<file path="config.mk">
export PLATFORM = sky130hd
export DESIGN_NAME = psum_dequant_loader
export DESIGN_NICKNAME = d
export VERILOG_FILES = /design/src/rtl/psum_dequant_loader_pkg.sv /design/src/rtl/psum_sign_extend.sv /design/src/rtl/psum_dequant_loader.sv
export SDC_FILE = /design/constraint.sdc
export NUM_CORES = 1
export LEC_CHECK = 0
export CORE_MARGIN = 5
export CORE_UTILIZATION = 48
export DETAILED_ROUTE_END_ITERATION = 10
export GPL_ROUTABILITY_DRIVEN = 1
export PLACE_DENSITY = 0.84
export SLEW_MARGIN = 20
export SYNTH_ARGS = -nofsm -noshare
export SYNTH_HDL_FRONTEND = slang
export SYNTH_HIERARCHICAL = 1
export SYNTH_SLANG_ARGS = --single-unit
</file>
<file path="constraint.sdc">
create_clock -name clk -period 2.4 [get_ports clk]
set_input_delay 0.48 -clock clk [delete_from_list [all_inputs] [get_ports clk]]
set_output_delay 0.48 -clock clk [all_outputs]
set_load 0.02 [all_outputs]
</file>
<file path="src/rtl/psum_dequant_loader_pkg.sv">
// Shared definitions for the psum dequant loader.
//   Lane geometry: ARRAY_SIZE lanes, OUTPUT_DATA_WIDTH quantized (Q8.8) lanes
//   in SRAM, ORI_WIDTH accumulator lanes (Q13.8) into the systolic array.
//   FSM state encoding and the packed accumulator row type.
package psum_dequant_loader_pkg;

  localparam int ARRAY_SIZE        = 8;
  localparam int DATA_WIDTH        = 8;
  localparam int OUTPUT_DATA_WIDTH = 16;
  localparam int CUM_BITS_EXT      = 5;
  localparam int ORI_WIDTH         = DATA_WIDTH*2 + CUM_BITS_EXT;
  localparam int ADDR_WIDTH        = 10;

  typedef enum logic [1:0] {
    ST_IDLE  = 2'd0,
    ST_READ  = 2'd1,
    ST_DRAIN = 2'd2,
    ST_DONE  = 2'd3
  } state_t;

  // Lane i occupies bits [i*ORI_WIDTH +: ORI_WIDTH] when flattened.
  typedef logic [ARRAY_SIZE-1:0][ORI_WIDTH-1:0] acc_row_t;

endpackage

</file>
<file path="src/rtl/psum_sign_extend.sv">
// Per-lane dequantize: sign-extends one stored Q8.8 lane to the accumulator
// width. The binary point does not move, so this is the exact inverse of the
// saturating quantize stage for every value that did not saturate.
//   din   in   IN_W    quantized lane (signed)
//   dout  out  OUT_W   accumulator lane (signed)
module psum_sign_extend #(
  parameter int IN_W  = 16,
  parameter int OUT_W = 21
) (
  input  logic [IN_W-1:0]  din,
  output logic [OUT_W-1:0] dout
);

  assign dout = {{(OUT_W-IN_W){din[IN_W-1]}}, din};

endmodule

</file>
<file path="src/rtl/psum_dequant_loader.sv">
// Streams quantized partial-sum rows out of SRAM, sign-extends every lane to
// the accumulator width and hands the rows to the systolic array's psum
// preload port over valid/ready. Used to resume accumulation across K-tiles.
//   clk, srstn      clock (rising) and asynchronous active-low reset
//   start           1-cycle pulse, latches base_addr/num_rows when idle
//   base_addr       first SRAM row of the job
//   num_rows        rows in the job, 0 = empty job
//   busy / done     job in progress / 1-cycle completion pulse
//   sram_ren/raddr  SRAM read port; sram_rdata valid 1 cycle after sram_ren
//   psum_valid/ready/data   preload handshake, lane i at [i*ORI_WIDTH +: ORI_WIDTH]
module psum_dequant_loader
  import psum_dequant_loader_pkg::*;
(
  input  logic                                  clk,
  input  logic                                  srstn,
  input  logic                                  start,
  input  logic [ADDR_WIDTH-1:0]                 base_addr,
  input  logic [ADDR_WIDTH-1:0]                 num_rows,
  output logic                                  busy,
  output logic                                  done,
  output logic                                  sram_ren,
  output logic [ADDR_WIDTH-1:0]                 sram_raddr,
  input  logic [ARRAY_SIZE*OUTPUT_DATA_WIDTH-1:0] sram_rdata,
  output logic                                  psum_valid,
  input  logic                                  psum_ready,
  output logic [ARRAY_SIZE*ORI_WIDTH-1:0]       psum_data
);

  state_t                state;
  logic                  busy_q, done_q;
  logic [ADDR_WIDTH-1:0] addr_q;    // next row to read
  logic [ADDR_WIDTH-1:0] rem_q;     // reads still to issue

  // read issued last cycle: its data is on sram_rdata this cycle
  logic                  rd_pend;

  // 2-entry output FIFO, head drives psum_data directly
  acc_row_t              fifo_mem [2];
  logic                  wr_ptr, rd_ptr;
  logic [1:0]            fifo_cnt;

  acc_row_t              rdata_ext;
  logic                  push, pop, issue;
  logic [1:0]            credit_used;
  logic [1:0]            cnt_after_pop;

  // ---------------------------------------------------------------------
  // Dequantize on the FIFO input path, one sign-extender per lane
  // ---------------------------------------------------------------------
  for (genvar i = 0; i < ARRAY_SIZE; i++) begin : g_lane
    psum_sign_extend #(
      .IN_W  (OUTPUT_DATA_WIDTH),
      .OUT_W (ORI_WIDTH)
    ) u_sext (
      .din  (sram_rdata[i*OUTPUT_DATA_WIDTH +: OUTPUT_DATA_WIDTH]),
      .dout (rdata_ext[i])
    );
  end

  // ---------------------------------------------------------------------
  // Credit / issue
  // ---------------------------------------------------------------------
  assign push = rd_pend;
  assign pop  = (fifo_cnt != 2'd0) && psum_ready;

  // Occupancy once this cycle's pop and landing data are accounted for.
  // Counting the pop is what lets a new read go out every cycle while the
  // array keeps psum_ready high; without a pop the limit of two keeps the
  // returning data from ever finding the FIFO full.
  assign cnt_after_pop = fifo_cnt - {1'b0, pop};
  assign credit_used   = cnt_after_pop + {1'b0, rd_pend};
  assign issue         = (state == ST_READ) && (credit_used < 2'd2);

  assign sram_ren   = issue;
  assign sram_raddr = addr_q;

  always_ff @(posedge clk or negedge srstn) begin
    if (!srstn) rd_pend <= 1'b0;
    else        rd_pend <= issue;
  end

  // ---------------------------------------------------------------------
  // Output FIFO
  // ---------------------------------------------------------------------
  always_ff @(posedge clk or negedge srstn) begin
    if (!srstn) begin
      fifo_mem[0] <= '0;
      fifo_mem[1] <= '0;
      wr_ptr      <= 1'b0;
      rd_ptr      <= 1'b0;
      fifo_cnt    <= 2'd0;
    end else begin
      if (push) begin
        fifo_mem[wr_ptr] <= rdata_ext;
        wr_ptr           <= ~wr_ptr;
      end
      if (pop) rd_ptr <= ~rd_ptr;
      fifo_cnt <= fifo_cnt + {1'b0, push} - {1'b0, pop};
    end
  end

  assign psum_valid = (fifo_cnt != 2'd0);
  assign psum_data  = fifo_mem[rd_ptr];

  // ---------------------------------------------------------------------
  // Job FSM
  // ---------------------------------------------------------------------
  always_ff @(posedge clk or negedge srstn) begin
    if (!srstn) begin
      state  <= ST_IDLE;
      busy_q <= 1'b0;
      done_q <= 1'b0;
      addr_q <= '0;
      rem_q  <= '0;
    end else begin
      done_q <= 1'b0;
      case (state)
        ST_IDLE: begin
          if (start) begin
            addr_q <= base_addr;
            rem_q  <= num_rows;
            if (num_rows == '0) begin
              state  <= ST_DONE;
              done_q <= 1'b1;
            end else begin
              state  <= ST_READ;
              busy_q <= 1'b1;
            end
          end
        end
        ST_READ: begin
          if (issue) begin
            addr_q <= addr_q + ADDR_WIDTH'(1);   // wraps modulo 2^ADDR_WIDTH
            rem_q  <= rem_q - ADDR_WIDTH'(1);
            if (rem_q == ADDR_WIDTH'(1)) state <= ST_DRAIN;
          end
        end
        ST_DRAIN: begin
          // Leave on the final pop itself so done lands the next cycle.
          if (!rd_pend && (cnt_after_pop == 2'd0)) begin
            state  <= ST_DONE;
            done_q <= 1'b1;
            busy_q <= 1'b0;
          end
        end
        ST_DONE: state <= ST_IDLE;
        default: state <= ST_IDLE;
      endcase
    end
  end

  assign busy = busy_q;
  assign done = done_q;

endmodule
</file>
==> results of run 1 <==
## per-layer routing
metal	vias up	part of all wire (%)
li1	4901	-
met1	5587	42
met2	350	50
met3	85	5.0
met4	0	3.3
met5	-	0
## critical path: cells and delay by family (launching register included)
family        cells  cell delay, ns
xor+xnor          2            0.35
fa+ha+maj         1            0.17
buf+inv           1            0.11
flops             1            0.38
simple gates      3            0.60
## logic make-up (layout without fill, tap and decap cells)
group / Yosys count / count (layout) / share of synthesized area [%]
adder cells (fa/ha/maj): 10 / 10 / 0.712
other: 0 / 1 / 0
flip-flops: 365 / 365 / 52.0
XOR/XNOR: 6 / 6 / 0.299
multiplexers: 518 / 518 / 33.1
buffers and inverters: 250 / 506 / 9.02
AND/OR/NAND/NOR: 79 / 79 / 2.33
AO/OA/AOI/OAI: 72 / 72 / 2.60
## power by group through the flow
stage,Clock (mW),Sequential (mW),Combinational [mW]
2_1_floorplan,0,10.6,9.90
3_3_place_gp,0,10.8,16.8
3_5_place_dp,0,11.1,17.1
4_1_cts,5.96,11.0,15.8
5_1_grt,6.22,11.6,21.5
6_report,5.81,11.2,20.3
## worst min-delay path by stage
stage | start | endpoint | slack, ns
final | fifo_mem[239]$_DFFE_PN0P_ | fifo_mem[239]$_DFFE_PN0P_ | 0.48
after global routing | fifo_mem[245]$_DFFE_PN0P_ | fifo_mem[245]$_DFFE_PN0P_ | 0.49
after CTS | fifo_mem[218]$_DFFE_PN0P_ | fifo_mem[218]$_DFFE_PN0P_ | 0.48
after detailed placement | fifo_mem[263]$_DFFE_PN0P_ | fifo_mem[263]$_DFFE_PN0P_ | 0.47
after global placement | fifo_mem[329]$_DFFE_PN0P_ | fifo_mem[329]$_DFFE_PN0P_ | 0.46
after floorplan | srstn | busy$_DFFE_PN0P_ | 0.18
## repair_timing
item | 4_1_cts | 5_1_grt
hold buffers | 1 | 0
setup buffers | 5 | 7
endpoints found under the hold margin | 41 | 0
setup endpoints to repair | 172 | 138
gates cloned | 2 | 19
pin swaps | 5 | 4
resized for setup | 715 | 439
## stage by stage
| step | setup WS, ns | total power, mW | hold slack, ns | setup TNS (ns) | utilization, % |
|---|---|---|---|---|---|
| 4_1_cts | -0.200 | 32.7 | 0.480 | -1.43 | 58.9 |
| 2_1_floorplan | 0.00711 | 20.5 | 0.184 | 0 | - |
| 3_3_place_gp | -0.515 | 27.5 | 0.459 | -2.31 | 56.9 |
| 6_report | -0.201 | 37.3 | 0.477 | -3.60 | 63.5 |
| 3_5_place_dp | -0.494 | 28.1 | 0.467 | -2.59 | 56.9 |
| 5_1_grt | -0.268 | 39.3 | 0.494 | -12.70 | 63.5 |
## cell type report
| class | count | area [um^2] | area share [%] |
|---|---|---|---|
| antenna | 1 | 2.50 | 0.0108 |
| clock inverter | 9 | 51.3 | 0.222 |
| multi-input combinational | 685 | 7410 | 32.1 |
| clock buffer | 59 | 1190 | 5.17 |
| timing repair buffer | 425 | 4640 | 20.1 |
| sequential | 365 | 9140 | 39.6 |
| inverter | 13 | 48.8 | 0.211 |
| tap | 468 | 586 | 2.54 |
## sequential cells by signal, indices dropped and copies added, names as in the netlist
| signal | flops |
|---|---|
| rd_ptr | 1 |
| done | 1 |
| push | 1 |
| state | 2 |
| sram_raddr | 10 |
| wr_ptr | 1 |
| rem_q | 10 |
| fifo_mem | 336 |
| busy | 1 |
| fifo_cnt | 2 |
## layout by cell type (no fill, tap or decap), types with 8 or more instances in the layout
master / count
ha_1: 9
o22a_1: 9
nand3_1: 10
mux2_1: 376
clkbuf_1: 8
inv_1: 11
mux2_4: 128
nand2_1: 24
buf_4: 45
buf_2: 33
nor2_1: 14
buf_12: 20
clkbuf_16: 56
o22ai_1: 13
mux2i_1: 14
clkdlybuf4s50_1: 162
dfrtp_1: 364
clkbuf_8: 10
a21oi_1: 23
buf_6: 131
==> flow_summary_export.csv, run 1 <==
group,metric,value,unit
floorplan,core_area,36300,um^2
layout,final_area,23100,um^2
cts,htreeDepth,2,
yosys,synthTopCellsByArea,"dfrtp_1 (52%), mux2_1 (32%), buf_4 (7.2%)",
cts,clock_sinks,365,
timing,rsz0062_at_grt,"yes",
route,drt_wl_total,43000,um
setup_path,crit_end,"sram_ren",
pwr,intPower,23.7,mW
setup_path,slowest_delay,0.38,ns
yosys,ys_top_cells_by_count,"mux2_1 (504), dfrtp_1 (365), buf_4 (168)",
pwr,power_density,1620,nW/um^2
setup_path,crit_slowest_cell,"dfrtp_1",
setup_path,startpoint,"fifo_cnt[1]$_DFF_PN0_",
hold_path,hold_path_depth,1,
pwr,pwr-share-clk,15.6,%
place,io_buffers,333,
yosys,syn-cell-area,17600,um^2
flow_run,max_cap_viol_count,0,
setup_path,path_max_fanout,2,
floorplan,start_util,48.4,%
grt,grt_remaining_overflow,0,
yosys,syn_nets,1462,
grt,busiest_layer,"met2",
setup_path,cp_common_cell,"and2_4",
pwr,seq_power_share,29.9,%
route,wl_per_cell,21.3,um
yosys,synth_cell_types,46,
floorplan,die_width,201,um
route,drt_iter0_markers,547,
yosys,yosysMostFrequentCell,"mux2_1",
route,via_per_inst,5.39,
route,num_vias,10900,
timing,setup_violations,125,
cts,path_clk_slew,0.06,ns
timing,slew_violations,0,
grt,grt_pass1_wl,64600,um
outcome,violations,"setup timing",
yosys,avgSynthCellArea,13.5,um^2
timing,final-hold-violation-count,0,
timing,setup_slack,-0.201,ns
grt,grt_usage,19.5,%
cts,clockRootBuffer,"clkbuf_16",
route,drc,0,
setup_path,cp.required,1.92,ns
setup_path,r2r_end,"state[1]$_DFFE_PN0P_",
yosys,synth.top_cell.area_share,52.0,%
grt,grt_max_degree,78,
timing,fmax,385,MHz
grt,use_met1,24.7,%
setup_path,r2r_cells,9,
place,dp_hpwl,27300,um
grt,use_met3,3.76,%
setup_path,start_kind,"flip-flop",
grt,antenna_found_initial,1,
floorplan,io_pins,334,
layout,final_cells,2025,
layout,area_delta_synth_final,31.3,%
grt,use_met2,33.5,%
grt,grt_pass1_vias,11600,
yosys,ys_seq_elements,365,
yosys,ys.flop_type,"dfrtp_1",
place,placedCellCount,1925,
yosys,yosysSeqAreaShare,52.0,%
route,dr.pass1.iters,5,
layout,drive_gt1_share,29.9,%
cts,cts_buffers,39,
yosys,yosysWarnings,6,
place,gp_congestion,0.837,
yosys,synth_edf_count,0,
setup_path,rr_startpoint,"fifo_cnt[1]$_DFF_PN0_",
cts,cts_tree,"yes",
place,placed_cell_area,20700,um^2
setup_path,path_class,"reg -> out",
setup_path,cp.arrival,2.12,ns
yosys,synth.largest_area_cell,"dfrtp_1",
pwr,p_leak,10.3,nW
timing,finClkSkew,0.00917,ns
pwr,combPwrFrac,54.5,%
floorplan,die_h,201,um
cts,insertion_delay,0.53,ns
pwr,vdd_drop_max,1100,uV
timing,post-route-min-period,2.60,ns
floorplan,die-area,40600,um^2
setup_path,rrSetupSlack,0.07,ns
pwr,switching_share,36.5,%
timing,worst_pin_slew,0.711,ns
setup_path,end_kind,"primary output",
route,antenna_left,0,
cts,clock_tree.buffer_depth,3,
pwr,switchingPower,13.6,mW
floorplan,rows,70,
layout,nets,1691,
timing,max_slew_margin,52.6,%
hold_path,min_path_type,"reg -> reg",
outcome,status,"finished, violations left",
yosys,netlist_instances,1300,
timing,post-route-period-util,108,%
yosys,async_flop_share,100,%
layout,n_fill_cell,2556,
setup_path,path_cells,"or2_4 -> and2_4 -> ha_4 -> xor2_4 -> xnor2_2 -> and2_4 -> buf_6",
(Power assumes the default switching activity.)
==> run 2, diff against run 1 <==
--- a/config.mk
+++ b/config.mk
@@ -10,6 +10,7 @@
 export DETAILED_ROUTE_END_ITERATION = 10
 export GPL_ROUTABILITY_DRIVEN = 1
 export PLACE_DENSITY = 0.84
+export SKIP_CTS_REPAIR_TIMING = 1
 export SLEW_MARGIN = 20
 export SYNTH_ARGS = -nofsm -noshare
 export SYNTH_HDL_FRONTEND = slang
==> run 2 against run 1 <==
- the run still ends with setup timing left
- highest routed layer unchanged
- count of clock-buffer cells in the layout unchanged
- power is 11% lower
- worst hold slack got worse by 0.00070 ns
- utilization down 3.7 points
- flip-flop and latch count unchanged
==> flow_summary_export.csv, run 2 (synthesized netlist as in run 1, its figures left out) <==
group,metric,value,unit
setup_path,cp_common_cell,"and2_4",
cts,htreeDepth,2,
route,drc,0,
timing,max_slew_margin,54.0,%
setup_path,path_cells,"or2_4 -> and2_4 -> ha_4 -> nor2b_1 -> xnor2_1 -> and2_4 -> buf_6",
setup_path,path_max_fanout,2,
layout,area_delta_synth_final,23.6,%
hold_path,min_path_type,"reg -> reg",
floorplan,rows,70,
floorplan,io_pins,334,
grt,grt_max_degree,78,
timing,fmax,387,MHz
setup_path,cp.required,1.92,ns
layout,drive_gt1_share,22.5,%
timing,post-route-min-period,2.59,ns
pwr,vdd_drop_max,975,uV
pwr,p_leak,9.58,nW
timing,hold-worst-slack,0.476,ns
timing,setup_tns,-4.35,ns
setup_path,slowest_delay,0.38,ns
layout,diodes,0,
grt,use_met1,24.1,%
timing,setup_violations,98,
grt,grt_pass1_vias,11600,
floorplan,die-area,40600,um^2
pwr,power_density,1530,nW/um^2
timing,finClkSkew,0.0107,ns
place,dp_hpwl,27300,um
route,antenna_left,0,
route,num_vias,10700,
route,dr.pass1.iters,6,
cts,cts_tree,"yes",
floorplan,start_util,48.4,%
layout,mostFrequentLayoutCell,"mux2_1",
flow_run,max_cap_viol_count,0,
layout,largest-register,"fifo_mem",
cts,clock_tree.buffer_depth,3,
grt,use_met3,3.79,%
timing,rsz0062_at_grt,"yes",
outcome,violations,"setup timing",
place,gp_congestion,0.837,
setup_path,start_kind,"flip-flop",
setup_path,path_class,"reg -> out",
floorplan,die_width,201,um
grt,grt_remaining_overflow,0,
cts,path_clk_slew,0.05,ns
setup_path,end_kind,"primary output",
route,drt_wl_total,39800,um
setup_path,cp.arrival,2.11,ns
route,drt_iter0_markers,500,
layout,final_area,21700,um^2
route,via_per_inst,5.32,
cts,insertion_delay,0.53,ns
grt,busiest_layer,"met2",
grt,use_met2,33.1,%
setup_path,crit_buf_inv,1,
outcome,status,"finished, violations left",
layout,fin_util,59.8,%
floorplan,die_h,201,um
timing,setup_slack,-0.185,ns
setup_path,crit_family,"simple AND/OR/NAND/NOR gates",
cts,clock_sinks,365,
timing,final-hold-violation-count,0,
layout,final_cell_mix,"mux2_1 (458), dfrtp_1 (364), clkdlybuf4s50_1 (163)",
place,io_buffers,333,
cts,clockRootBuffer,"clkbuf_16",
grt,grt_pass1_wl,63700,um
setup_path,crit_slowest_cell,"dfrtp_1",
route,wl_per_cell,19.9,um
timing,post-route-period-util,108,%
layout,nets,1671,
timing,worst_pin_slew,0.690,ns
layout,largest_reg_flops,336,
timing,slew_violations,0,
grt,grt_usage,19.1,%
cts,cts_buffers,39,
floorplan,core_area,36300,um^2
grt,antenna_found_initial,0,
place,placed_cell_area,20700,um^2
## run 2: cell count changes in the layout (fill, tap and decap cells not counted), sizes merged
cell	change
buf	-52
clkbuf	+19
clkdlybuf4s15	-1
clkdlybuf4s50	+1
diode	-1
dlymetal6s2s	+13
## run 2: through the flow
stage,setup slack (ns),power [mW],cells
2_1_floorplan,0.00711,20.5,1300
3_3_place_gp,-0.515,27.5,1925
3_5_place_dp,-0.494,28.1,1925
4_1_cts,-0.835,34.1,1993
5_1_grt,-0.282,35.3,2004
6_report,-0.185,33.3,2004
## run 2: area by class of cell
cell class | instances | area [um^2]
Fill cell | 2805 | 14600
Sequential cell | 365 | 9140
Multi-Input combinational cell | 685 | 7030
Timing Repair Buffer | 405 | 3680
Clock buffer | 59 | 1190
Tap cell | 468 | 586
Clock inverter | 9 | 51.3
Inverter | 13 | 48.8
## run 2: layer usage
layer | wire [um] | part of all wire, %
met5 | 0 | 0
met1 | 16400 | 41
met4 | 1390 | 3.5
met3 | 2160 | 5.4
met2 | 19900 | 50
## run 2: final timing paths
kind / startpoint / end / slack, ns / cells after the start
worst min-delay path: fifo_mem[229]$_DFFE_PN0P_ / fifo_mem[229]$_DFFE_PN0P_ / 0.48 / 1
max in group asynchronous: srstn / rd_ptr$_DFFE_PN0P_ / 1.10 / 3
worst max-delay path: fifo_cnt[0]$_DFF_PN0_ / sram_ren / -0.19 / 7
min in group asynchronous: srstn / fifo_mem[27]$_DFFE_PN0P_ / 0.56 / 2
worst max register to register: fifo_cnt[0]$_DFF_PN0_ / sram_raddr[7]$_DFFE_PN0P_ / 0.06 / 9
worst min register to register: fifo_mem[229]$_DFFE_PN0P_ / fifo_mem[229]$_DFFE_PN0P_ / 0.48 / 1
## run 2: power breakdown
part	switching [mW]	leakage (nW)	internal, mW
clock network	2.38	0.618	3.42
logic	8.59	4.72	7.89
registers	1.67	4.24	9.34
total	12.6	9.58	20.7
==> run 3, diff against run 2 <==
--- a/config.mk
+++ b/config.mk
@@ -5,11 +5,12 @@
 export SDC_FILE = /design/constraint.sdc
 export NUM_CORES = 1
 export LEC_CHECK = 0
+export ABC_CLOCK_PERIOD_IN_PS = 2500
 export CORE_MARGIN = 5
-export CORE_UTILIZATION = 48
+export CORE_UTILIZATION = 53
 export DETAILED_ROUTE_END_ITERATION = 10
 export GPL_ROUTABILITY_DRIVEN = 1
-export PLACE_DENSITY = 0.84
+export PLACE_DENSITY = 0.87
 export SKIP_CTS_REPAIR_TIMING = 1
 export SLEW_MARGIN = 20
 export SYNTH_ARGS = -nofsm -noshare
==> constraint.sdc (replaced) <==
create_clock -name clk -period 2.5 [get_ports clk]
set_input_delay 0.5 -clock clk [delete_from_list [all_inputs] [get_ports clk]]
set_output_delay 0.5 -clock clk [all_outputs]
set_load 0.02 [all_outputs]
==> run 3 against run 2 <==
- the run still ends with setup timing left
- final cell count shrank 2.4%
- sequential share of layout area shrank 1.2 points
- non-clock buffer count shrank 28
- highest routed layer unchanged
- clock skew grew 0.0027 ns
- flip-flop and latch count is the same
- sequential power shrank 4%
- first-iteration DRC count shrank 35%
- largest cell class unchanged
- count of clock-buffer cells in the layout shrank 1
- power shrank 2.4%
- die area shrank 9.0%
- utilization grew 8.8 points
- global-route usage grew 2.0 points
==> flow_summary_export.csv, run 3 (synthesized netlist as in run 1, its figures left out) <==
group,metric,value,unit
floorplan,io_pins,334,
pwr,p_leak,10.7,nW
place,placedCellCount,1877,
pwr,switchingPower,12.0,mW
outcome,status,"finished, violations left",
floorplan,die-area,36900,um^2
floorplan,die_h,192,um
cts,cts_buffers,40,
layout,nets,1644,
setup_path,path_class,"reg -> out",
cts,clock_sinks,365,
layout,mostFrequentLayoutCell,"mux2_1",
timing,setup_slack,-0.248,ns
timing,rsz0062_at_grt,"yes",
layout,final_cell_mix,"mux2_1 (504), dfrtp_1 (364), dlymetal6s2s_1 (166)",
setup_path,cp.arrival,2.25,ns
cts,htreeDepth,2,
grt,grt_max_degree,86,
grt,grt_pass1_vias,11600,
cts,cts_tree,"yes",
cts,clock_tree.buffer_depth,3,
layout,area_delta_synth_final,27.3,%
pwr,pwr-share-clk,18.6,%
route,num_vias,10500,
timing,fmax,364,MHz
route,drc,0,
timing,max_slew_margin,58.4,%
layout,largest-register,"fifo_mem",
pwr,combPwrFrac,48.8,%
outcome,violations,"setup timing",
layout,largest_reg_flops,336,
place,gp_congestion,0.868,
setup_path,end_kind,"primary output",
grt,grt_usage,21.2,%
route,wl_per_cell,20.7,um
pwr,intPower,20.5,mW
layout,drive_gt1_share,8.20,%
hold_path,min_path_type,"reg -> reg",
pwr,vdd_drop_max,1060,uV
timing,post-route-period-util,110,%
timing,final-hold-violation-count,0,
grt,grt_pass1_wl,63000,um
layout,final_cells,1956,
setup_path,path_max_fanout,3,
place,io_buffers,333,
floorplan,start_util,53.9,%
route,drt_iter0_markers,325,
setup_path,cp.required,2.00,ns
pwr,seq_power_share,32.6,%
pwr,power_density,1450,nW/um^2
floorplan,die_width,192,um
timing,setup_violations,1,
timing,slew_violations,0,
route,drt_wl_total,40400,um
cts,insertion_delay,0.51,ns
floorplan,core_area,32600,um^2
route,via_per_inst,5.36,
setup_path,start_kind,"flip-flop",
timing,worst_pin_slew,0.620,ns
flow_run,max_cap_viol_count,0,
pwr,switching_share,37.0,%
timing,post-route-min-period,2.75,ns
cts,path_clk_slew,0.06,ns
floorplan,rows,66,
grt,grt_remaining_overflow,0,
route,dr.pass1.iters,6,
route,antenna_left,0,
cts,clockRootBuffer,"clkbuf_16",
grt,antenna_found_initial,1,
timing,finClkSkew,0.0134,ns
place,preCtsSetupSlack,-0.443,ns
place,dp_hpwl,27100,um
[run 3: cell types whose count changed in the layout (fill, tap and decap cells not counted), moves of 4 or more]
cell,previous run,this run
dlymetal6s2s_1,13,166
buf_2,71,0
mux2_1,458,504
buf_6,39,1
clkbuf_2,39,2
buf_4,56,20
mux2_4,36,0
mux2_2,10,0
buf_12,18,23
clkbuf_1,8,4
[run 3: power by group through the flow]
| stage | clock [mW] | combinational (mW) | sequential (mW) |
|---|---|---|---|
| final | 6.05 | 15.9 | 10.6 |
| after global routing | 6.45 | 17.0 | 11.0 |
| after CTS | 6.20 | 16.3 | 10.7 |
| after detailed placement | 0 | 16.2 | 10.7 |
| after global placement | 0 | 15.9 | 10.4 |
| after floorplan | 0 | 9.49 | 10.1 |
[run 3: per-layer routing]
layer  share of wire (%)  wire [um]  global-route usage (%)
met5                   0          0                       0
met4                 2.9       1170                    6.75
met3                 5.5       2230                    4.47
met2                  51      20700                    37.0
met1                  40      16300                    26.3
[run 3: final timing paths]
kind	startpoint	to	slack [ns]	cells after the start
min in group asynchronous	srstn	fifo_mem[71]$_DFFE_PN0P_	0.50	2
max in group asynchronous	srstn	fifo_mem[107]$_DFFE_PN0P_	1.18	4
worst min register to register	fifo_mem[227]$_DFFE_PN0P_	fifo_mem[227]$_DFFE_PN0P_	0.47	1
worst max register to register	fifo_cnt[1]$_DFF_PN0_	sram_raddr[7]$_DFFE_PN0P_	0.07	9
worst max-delay path	fifo_cnt[1]$_DFF_PN0_	sram_ren	-0.25	7
worst min-delay path	fifo_mem[227]$_DFFE_PN0P_	fifo_mem[227]$_DFFE_PN0P_	0.47	1
[run 3: final cells by class]
class	instances	area, um^2
Inverter	13	48.8
Sequential cell	365	9140
Clock buffer	58	1220
Fill cell	2145	10200
Antenna cell	1	2.50
Timing Repair Buffer	377	4370
Multi-Input combinational cell	685	6880
Tap cell	442	553
Clock inverter	15	168
[run 3: critical path, stage by stage (launching register included)]
cell and delay (ns):
dfrtp_1 0.37, or2_1 0.25, and2_1 0.18, ha_1 0.29, nor2b_1 0.14, xnor2_1 0.15
and2_2 0.20, buf_4 0.15
[run 3: metrics by stage]
step                instance area, um^2  setup TNS [ns]  utilization (%)  total power [mW]  hold slack [ns]
floorplan                         17600               0                -              19.6            0.204
CTS                               21900          -80.04             67.2              33.2          -0.0924
global route                      22400          -0.533             68.6              34.4            0.489
detailed placement                20500           -1.38             62.9              26.9            0.461
global placement                  20500           -1.18             62.9              26.3            0.459
finish                            22400          -0.248             68.6              32.5            0.474
